**src/rtl/expand_data.sv**
```systemverilog
// Lossless fixed-point widening of PARALLEL packed samples with sync-framed beat filtering.
// Define EXPAND_DATA_ERRCNT_EN to build the saturating framing-error counter on err_count.
module expand_data #(
  parameter int    DIN_WIDTH  = 9,
  parameter int    DIN_POINT  = 8,
  parameter int    DOUT_WIDTH = 18,
  parameter int    DOUT_POINT = 16,
  parameter string DATA_TYPE  = "signed",
  parameter int    PARALLEL   = 4,
  parameter int    FRAME_LEN  = 64
) (
  input  logic                             clk,
  input  logic                             rst_n,
  input  logic [DIN_WIDTH*PARALLEL-1:0]    din,
  input  logic                             din_valid,
  input  logic                             sync_in,
  output logic [DOUT_WIDTH*PARALLEL-1:0]   dout,
  output logic                             dout_valid,
  output logic                             sync_out,
  output logic                             frame_err,
  output logic [15:0]                      err_count
);

  localparam int PAD       = DOUT_POINT - DIN_POINT;
  localparam bit IS_SIGNED = (DATA_TYPE == "signed");
  localparam int CW        = (FRAME_LEN > 2) ? $clog2(FRAME_LEN) : 1;

  if (DOUT_POINT < DIN_POINT || (DOUT_WIDTH - DOUT_POINT) < (DIN_WIDTH - DIN_POINT) ||
      FRAME_LEN < 2 || !(DATA_TYPE == "signed" || DATA_TYPE == "unsigned")) begin : g_param_check
    $error("expand_data: illegal parameter combination");
  end

  typedef enum logic {
    WAIT_SYNC,
    RUN
  } state_e;

  state_e          state_q, state_d;
  logic [CW-1:0]   cnt_q, cnt_d;
  logic            fwd, err;

  logic                          s1_valid_q, s1_sync_q;
  logic [DIN_WIDTH*PARALLEL-1:0] s1_data_q;
  logic                          frame_err_q;
  logic [DOUT_WIDTH*PARALLEL-1:0] exp_w;
  logic [DOUT_WIDTH*PARALLEL-1:0] dout_q;
  logic                          dout_valid_q, sync_out_q;

  always_comb begin
    state_d = state_q;
    cnt_d   = cnt_q;
    fwd     = 1'b0;
    err     = 1'b0;
    if (din_valid) begin
      unique case (state_q)
        WAIT_SYNC: begin
          if (sync_in) begin
            fwd     = 1'b1;
            cnt_d   = CW'(1);
            state_d = RUN;
          end
        end
        RUN: begin
          if (sync_in) begin
            // early sync resynchronises on this beat rather than dropping it
            fwd   = 1'b1;
            err   = (cnt_q != '0);
            cnt_d = CW'(1);
          end else if (cnt_q == '0) begin
            err     = 1'b1;
            state_d = WAIT_SYNC;
          end else begin
            fwd   = 1'b1;
            cnt_d = (cnt_q == CW'(FRAME_LEN - 1)) ? '0 : cnt_q + CW'(1);
          end
        end
        default: state_d = WAIT_SYNC;
      endcase
    end
  end

  always_ff @(posedge clk or negedge rst_n) begin
    if (!rst_n) begin
      state_q     <= WAIT_SYNC;
      cnt_q       <= '0;
      s1_valid_q  <= 1'b0;
      s1_sync_q   <= 1'b0;
      s1_data_q   <= '0;
      frame_err_q <= 1'b0;
    end else begin
      state_q     <= state_d;
      cnt_q       <= cnt_d;
      s1_valid_q  <= fwd;
      s1_sync_q   <= fwd & sync_in;
      frame_err_q <= err;
      if (fwd) s1_data_q <= din;
    end
  end

  for (genvar g = 0; g < PARALLEL; g++) begin : g_lane
    logic [DIN_WIDTH-1:0]  smp;
    logic [DOUT_WIDTH-1:0] ext;
    assign smp = s1_data_q[g*DIN_WIDTH +: DIN_WIDTH];
    always_comb begin
      ext = DOUT_WIDTH'(smp) << PAD;
      if (IS_SIGNED && smp[DIN_WIDTH-1]) ext = ext | ({DOUT_WIDTH{1'b1}} << (PAD + DIN_WIDTH));
    end
    assign exp_w[g*DOUT_WIDTH +: DOUT_WIDTH] = ext;
  end

  always_ff @(posedge clk or negedge rst_n) begin
    if (!rst_n) begin
      dout_q       <= '0;
      dout_valid_q <= 1'b0;
      sync_out_q   <= 1'b0;
    end else begin
      dout_valid_q <= s1_valid_q;
      sync_out_q   <= s1_sync_q;
      if (s1_valid_q) dout_q <= exp_w;
    end
  end

`ifdef EXPAND_DATA_ERRCNT_EN
  logic [15:0] err_cnt_q;
  always_ff @(posedge clk or negedge rst_n) begin
    if (!rst_n) begin
      err_cnt_q <= '0;
    end else if (frame_err_q && err_cnt_q != '1) begin
      err_cnt_q <= err_cnt_q + 16'd1;
    end
  end
  assign err_count = err_cnt_q;
`else
  assign err_count = '0;
`endif

  assign dout       = dout_q;
  assign dout_valid = dout_valid_q;
  assign sync_out   = sync_out_q;
  assign frame_err  = frame_err_q;

endmodule

```
**config.mk**
```make
export PLATFORM = sky130hd
export DESIGN_NAME = expand_data
export DESIGN_NICKNAME = d
export VERILOG_FILES = /design/src/rtl/expand_data.sv
export SDC_FILE = /design/constraint.sdc
export NUM_CORES = 1
export LEC_CHECK = 0
export BUFFER_PORTS_ARGS = -buffer_cell sky130_fd_sc_hd__clkbuf_2
export CORE_UTILIZATION = 30
export DETAILED_ROUTE_END_ITERATION = 8
export SETUP_SLACK_MARGIN = 0.5
export SYNTH_ARGS = -nofsm -noshare
export SYNTH_HDL_FRONTEND = slang
export SYNTH_SLANG_ARGS = --single-unit
```
**constraint.sdc**
```tcl
create_clock -name clk -period 6.18 [get_ports clk]
set_input_delay 0.309 -clock clk [delete_from_list [all_inputs] [get_ports clk]]
set_output_delay 0.309 -clock clk [all_outputs]
set_load 0.005 [all_outputs]
```
== Word level (Yosys, flattened, before mapping) ==
Index checks and enable logic that the tools add are counted.

* Add/subtract/negate cells: 1
* Multiplexer cells: 18
* Equality and inequality tests: 3
* Reductions and logical operators: 3
* Bitwise gates (word level): 2

{| class="wikitable"
|+ Operators with widths
! kind !! number
|-
| $mux W18 || 4
|-
| $mux W6 || 4
|-
| $pmux W6 S2 || 1
|-
| $mux W1 || 8
|-
| $add A6 B1 Y6 const B || 1
|-
| $eq A6 B6 Y1 const B || 1
|-
| $logic_not A6 Y1 || 1
|-
| $reduce_bool A6 Y1 || 1
|-
| $ne A3 B3 Y1 const B || 1
|-
| $reduce_and A3 Y1 || 1
|-
| $ne A2 B2 Y1 const B || 1
|-
| $pmux W1 S2 || 1
|-
| $and A1 B1 Y1 || 1
|-
| $not A1 Y1 || 1
|}

* Bits in registers: 120
* Bits of input ports: 40

== Longest topological paths before layout ==
Gate-level depths: netlist (run 1).

* Depth after elaboration: 6
* Gate-level depth with buffers: 9
* Mapped depth without buffers: 7

== Least setup slack after synthesis (run 1) ==
OpenSTA, ideal clock, no wires.

* Path kind: reg-to-reg
* From: register cnt_q[5]
* To: register s1_data_q[0]
* Arrival: 1.923 ns
* Buffers on the path: 2
* Path slack: 4.132 ns
* Stages on the path, launching flop included: 9
* Path through: dfrtp_1 > nor4_1 > and2_1 > ha_1 > nand2_4 > nand3_2 > buf_6 > buf_12 > mux2_4

* Word-level cells in the longest chain between the ends: 5

{| class="wikitable"
|+ Ends and longest elaborated chain
! element !! line !! text
|-
| start, declared || 39 || <nowiki>logic [CW-1:0] cnt_q, cnt_d;</nowiki>
|-
| start signal, assigned || 92 || <nowiki>cnt_q <= cnt_d;</nowiki>
|-
| $logic_not A6 Y1 || 69 || <nowiki>end else if (cnt_q == '0) begin</nowiki>
|-
| $mux W1 || 69 ||
|-
| $mux W1 || 64 || <nowiki>if (sync_in) begin</nowiki>
|-
| $pmux W1 S2 || 55 || <nowiki>unique case (state_q)</nowiki>
|-
| $mux W1 || 54 || <nowiki>if (din_valid) begin</nowiki>
|-
| end signal, assigned || 96 || <nowiki>if (fwd) s1_data_q <= din;</nowiki>
|-
| end, declared || 43 || <nowiki>logic [DIN_WIDTH*PARALLEL-1:0] s1_data_q;</nowiki>
|}

No other way between the ends.
A chain may end at the register's enable or synchronous reset.

== Worst setup path in the final report (run 1) ==
* From: register cnt_q[4]
* To: register s1_data_q[20]

Same word-level chain as after synthesis.

==> flow_summary.yaml, run 1 <==
status:
  status: "completed"
sta:
  setup_tns_ns: 0
  worst_pin_slew_ns: 0.932
  drv_slew: 0
  fmaxAchievable_mhz: 355
  finalHoldViolations: 0
  period_needed_ns: 2.81
  setup_viol: 0
  rsz0062_at_grt: "no"
  fin_hold_ws_ns: 0.208
  min_period_over_period_pct: 45.5
  worst_slack_ns: 3.37
  skew_ns: 0.00484
  worst_slew_margin_rel_pct: 37.8
pwr:
  leakage_uw: 0.00219
  power_frac_clock_pct: 34.9
  power_density_nw_per_um2: 393
  sw_frac_of_total_pct: 25.2
  ir_worst_vdd_uv: 123
  combPwrFrac_pct: 20.1
  p_switching_uw: 444
  internal_power_uw: 1320
  power.share.sequential_pct: 45.0
detailed_routing:
  routed_wl_um: 6580
  drt_iter0_markers: 84
  drc: 0
  routedWlPerCell_um: 12.6
  first_pass_iters: 4
  route.vias.total: 2149
  antenna_left: 0
  viasPerCell: 4.12
setup_path:
  worst_setup_path_end_kind: "flip-flop"
  critPathArrivalTime_ns: 3.03
  critPathKind: "reg2reg"
  worst_setup_path_start_kind: "flip-flop"
  critical_path_required_ns: 6.39
  r2r_start: "cnt_q[4]"
  r2r_cells: 7
  cp_max_fo: 23
  reg2reg_setup_slack_ns: 3.37
  r2r-end: "s1_data_q[20]"
clock_network:
  cts_tree: "built"
  h-tree-depth: 3
  clk_latency_ns: 0.33
  clock_sinks: 84
  cts_buffers: 9
  cts_root_buffer: "clkbuf_16"
  cts_max_path_buffers: 2
  clkSlewWorstSetupHoldPaths_ns: 0.06
synth:
  yosys_warnings: 0
  synth-simple-area-share_pct: 4.02
  synthAdderAreaFrac_pct: 0.989
  yosys.cell_types.count: 35
  muxShareOfSynthArea_pct: 23.2
  synth_top_family_by_area: "multiplexers"
  synthCells: 268
  synth.avg_cell_area_um2: 14.2
  synth_compound_area_share_pct: 2.64
  syn_area_um2: 3790
  synth_seq_cells: 84
  synth_xor_area_share_pct: 0
  ys_seq_area_share_pct: 55.4
worst_hold_path:
  holdPathStages: 2
  hold_path_startpoint: "din[14]"
  holdPathEnd: "s1_data_q[14]"
  hp-class: "in2reg"
placement:
  post-place-ws_ns: 3.33
  place_congestion: 0.747
  placed_area_um2: 4120
  io_buffer_count: 82
  hpwl_um: 4410
global_route:
  track_usage_pct: 10.5
  overflow: 0
  grt_pass1_wl_um: 10500
  antenna_found_initial: 0
  grt_max_degree: 51
  grt_pass1_vias: 2092
finish:
  post-route-util_pct: 36.8
  area_delta_synth_final_pct: 18.1
  final_area_um2: 4480
  layout.nets: 391
  drive_gt1_share_pct: 50.7
  diodes: 0
floorplan:
  die_h_um: 114
  die_x_um: 114
  die_area_um2: 13100
  core_area_um2: 12200
  rows: 40
  pin_count: 131
  initial_core_util_pct: 31.2
flow_run:
  maxCapViolations: 0
==> synthesized netlist by cell type <==
master / n / area, um2
inv_1: 8 / 30.0
buf_12: 2 / 40.0
o21ai_0: 2 / 10.0
nand4b_1: 2 / 17.5
buf_2: 5 / 25.0
and4_1: 2 / 17.5
clkbuf_1: 1 / 3.75
mux2_4: 18 / 270
a221o_1: 1 / 10.0
a31oi_1: 1 / 6.26
nor4_1: 1 / 6.26
nand3_2: 1 / 10.0
and3_1: 2 / 12.5
conb_1: 1 / 3.75
mux2_2: 54 / 608
o221ai_1: 1 / 8.76
a22o_1: 1 / 8.76
a21oi_1: 3 / 15.0
a31o_2: 3 / 26.3
and3b_1: 1 / 8.76
and2_1: 1 / 6.26
or4_1: 1 / 7.51
nand3_1: 2 / 10.0
or2_4: 1 / 8.76
a21o_1: 1 / 7.51
buf_6: 2 / 22.5
ha_1: 3 / 37.5
a211oi_1: 1 / 7.51
dfrtp_1: 84 / 2100
buf_4: 53 / 398
nor2_1: 1 / 3.75
nand2_4: 1 / 11.3
nor3_1: 1 / 5.00
nand2_1: 4 / 15.0
nand4_1: 2 / 12.5
==> metrics by stage <==
step | std cells | total power (uW)
global placement | 504 | 1140
floorplan | 315 | 1040
detailed placement | 504 | 1160
finish | 521 | 1760
global route | 521 | 1860
CTS | 521 | 1790
==> final cells by class <==
class,count,area (um2)
multi-input combinational,160,1350
timing repair buffer,85,438
sequential,84,2100
clock inverter,6,111
clock buffer,10,239
tap,168,210
fill,1200,7680
inverter,8,30.0
==> critical path: stages, from the launching register on <==
cell     delay (ns)
dfrtp_1        0.43
nor4_1         0.54
and2_1         0.23
ha_1           0.20
nand2_4        0.06
nand3_2        0.40
buf_4          0.45
mux2_2         0.38
==> sequential cells by signal (all words and copies together) (netlist names) <==
name / flops
cnt_q: 6
dout: 36
dout_valid: 1
frame_err: 1
s1_data_q: 36
s1_sync_q: 1
s1_valid_q: 1
state_q: 1
sync_out: 1
==> repair_timing <==
item	CTS	global route
hold buffers	1	0
gates resized for setup	0	0
buffers inserted	0	0
endpoints found under the hold margin	34	0
==> how the worst max path moves through the flow <==
stage	startpoint	to	slack [ns]	depth (start not counted)
after floorplan	cnt_q[5]	s1_data_q[0]	4.13	8
after global placement	cnt_q[5]	s1_data_q[22]	3.41	7
after detailed placement	cnt_q[4]	s1_data_q[11]	3.33	7
after CTS	cnt_q[4]	s1_data_q[20]	3.32	7
after global routing	cnt_q[4]	s1_data_q[16]	3.14	7
final	cnt_q[4]	s1_data_q[20]	3.37	7
==> layout by cell type, fill, tap and decap left out, types with 2 or more instances in the layout <==
| cell type | n |
|---|---|
| bufinv_16 | 3 |
| ha_1 | 3 |
| mux2_4 | 18 |
| a21oi_1 | 3 |
| nand3_1 | 2 |
| inv_1 | 8 |
| a31o_2 | 3 |
| and4_1 | 2 |
| conb_1 | 48 |
| buf_4 | 3 |
| nand4b_1 | 2 |
| clkbuf_16 | 9 |
| mux2_2 | 54 |
| nand4_1 | 2 |
| o21ai_0 | 2 |
| clkbuf_2 | 81 |
| nand2_1 | 4 |
| and3_1 | 2 |
| dfrtp_1 | 83 |
==> cell families after synthesis <==
family,count (synthesis)
muxes,72
DFF,84
other,1
adders and majority gates,3
and+or+nand+nor,23
AOI/OAI and AO/OA,14
buffers and inverters,71
==> power by group through the flow <==
stage	sequential [uW]	combinational (uW)	clock, uW
after floorplan	777	260	0
after global placement	793	351	0
after detailed placement	802	360	0
after CTS	793	362	637
after global routing	811	394	659
final	791	354	614
==> metal layers <==
layer	vias up	GRT usage (%)	routed length [um]
met5	-	0	0
met4	0	6.23	116
met3	10	2.54	342
met2	88	16.4	3060
met1	1067	13.2	3060
li1	984	-	-
(Power assumes the default switching activity.)
==> run 2, diff against run 1 <==
- clock period: 6.18 -> 2.9 ns (I/O delays scaled with it)
==> run 2 against run 1 <==
  * Utilization rose by 0.16 points
  * Sequential cell count stayed put
  * Sequential power increased by 110%
  * Die area is the same
  * Worst hold slack lost 0.17 ns
  * Register-to-register slack lost 2.7 ns
  * Critical endpoint unchanged
  * Largest cell class unchanged
  * Largest power group unchanged
  * Highest routed layer unchanged
==> flow_summary.yaml, run 2 (same netlist as run 1, synthesis figures left out) <==
status:
  status: "completed"
setup_path:
  critPathArrivalTime_ns: 2.46
  cp_max_fo: 17
  worst_setup_path_start_kind: "flip-flop"
  critical_path_required_ns: 3.12
  worst_setup_path_end_kind: "flip-flop"
  critPathKind: "reg2reg"
global_route:
  grt_pass1_wl_um: 10600
  overflow: 0
  track_usage_pct: 10.7
  antenna_found_initial: 0
  grt_max_degree: 51
  grt_pass1_vias: 2093
sta:
  min_period_over_period_pct: 77.2
  worst_pin_slew_ns: 0.876
  setup_viol: 0
  fmaxAchievable_mhz: 447
  skew_ns: 0.00944
  worst_slew_margin_rel_pct: 41.6
  period_needed_ns: 2.24
  rsz0062_at_grt: "no"
  setup_tns_ns: 0
  finalHoldViolations: 0
  drv_slew: 0
clock_network:
  postCtsSetupBuffers: 0
  cts_buffers: 9
  h-tree-depth: 3
  cts_root_buffer: "clkbuf_16"
  cts_max_path_buffers: 2
  clock_sinks: 84
  clkSlewWorstSetupHoldPaths_ns: 0.06
  clk_latency_ns: 0.34
  cts_tree: "built"
worst_hold_path:
  hp-class: "in2reg"
floorplan:
  rows: 40
  die_area_um2: 13100
  pin_count: 131
  die_x_um: 114
  die_h_um: 114
  core_area_um2: 12200
  initial_core_util_pct: 31.2
finish:
  drive_gt1_share_pct: 51.1
  diodes: 0
  fillers: 1183
  layout.nets: 392
  area_delta_synth_final_pct: 18.6
  layout_common_cells: "83 x dfrtp_1, 81 x clkbuf_2, 54 x mux2_2"
  layout_commonest_cell: "dfrtp_1"
detailed_routing:
  drt_iter0_markers: 113
  routedWlPerCell_um: 12.4
  route.vias.total: 2160
  routed_wl_um: 6490
  first_pass_iters: 4
  antenna_left: 0
  viasPerCell: 4.14
  drc: 0
placement:
  io_buffer_count: 82
  hpwl_um: 4390
  place_congestion: 0.733
pwr:
  power_density_nw_per_um2: 807
  leakage_uw: 0.00219
  p_total_uw: 3630
  ir_worst_vdd_uv: 254
flow_run:
  maxCapViolations: 0
[run 2: what timing repair did]
action                     in CTS  in global routing
hold buffers                    1                  0
gates resized for setup         1                  1
hold endpoints to repair       34                  0
setup endpoints to repair      29                 29
pin swaps                       0                  0
[run 2: layout make-up]
type | count | area, um2 | area share, %
clock buffers | 10 | 239 | 5.31
clock inverters | 6 | 71.3 | 1.58
inverters | 8 | 30.0 | 0.667
multi-input cells | 160 | 1360 | 30.3
flip-flops and latches | 84 | 2100 | 46.7
well taps | 168 | 210 | 4.67
repair buffers | 86 | 483 | 10.7
[run 2: per-layer routing]
metal	vias to the layer above	track usage, %	wire length, um
met5	-	0	0
met4	0	5.54	131
met3	10	3.60	414
met2	91	16.3	3050
met1	1071	13.5	2890
li1	988	-	-
[run 2: path summary, 6_finish.rpt]
check / start / endpoint / slack (ns) / depth (start not counted)
max: cnt_q[5] / s1_data_q[20] / 0.66 / 7
min: din[4] / s1_data_q[4] / 0.04 / 2
max reg2reg: cnt_q[5] / s1_data_q[20] / 0.66 / 7
min reg2reg: s1_sync_q / sync_out / 0.35 / 0
max in group asynchronous: rst_n / s1_data_q[15] / 1.96 / 3
min in group asynchronous: rst_n / dout[70] / 0.30 / 2
[run 2: metrics by stage]
stage / cells / setup WS (ns) / hold slack [ns] / area, um2 / util, %
final: 522 / 0.662 / 0.0371 / 4500 / 37.0
after floorplan: 315 / 0.852 / -0.151 / 3970 / -
after CTS: 522 / 0.581 / 0.0201 / 4490 / 36.9
after global routing: 522 / 0.526 / 0.0234 / 4500 / 37.0
after detailed placement: 505 / 0.457 / 0.130 / 4170 / 34.2
after global placement: 505 / 0.505 / 0.127 / 4170 / 34.2
[run 2: power breakdown]
| group | switching (uW) | internal (uW) |
|---|---|---|
| Clock | 471 | 696 |
| Combinational | 291 | 485 |
| Sequential | 210 | 1480 |
[run 2: critical path, cell delays in order, from the launching register on]
cell and delay (ns):
dfrtp_1 0.45, nor4_4 0.36, and2_1 0.19, ha_1 0.19, nand2_4 0.06, nand3_2 0.29, buf_12 0.23, mux2_2 0.35
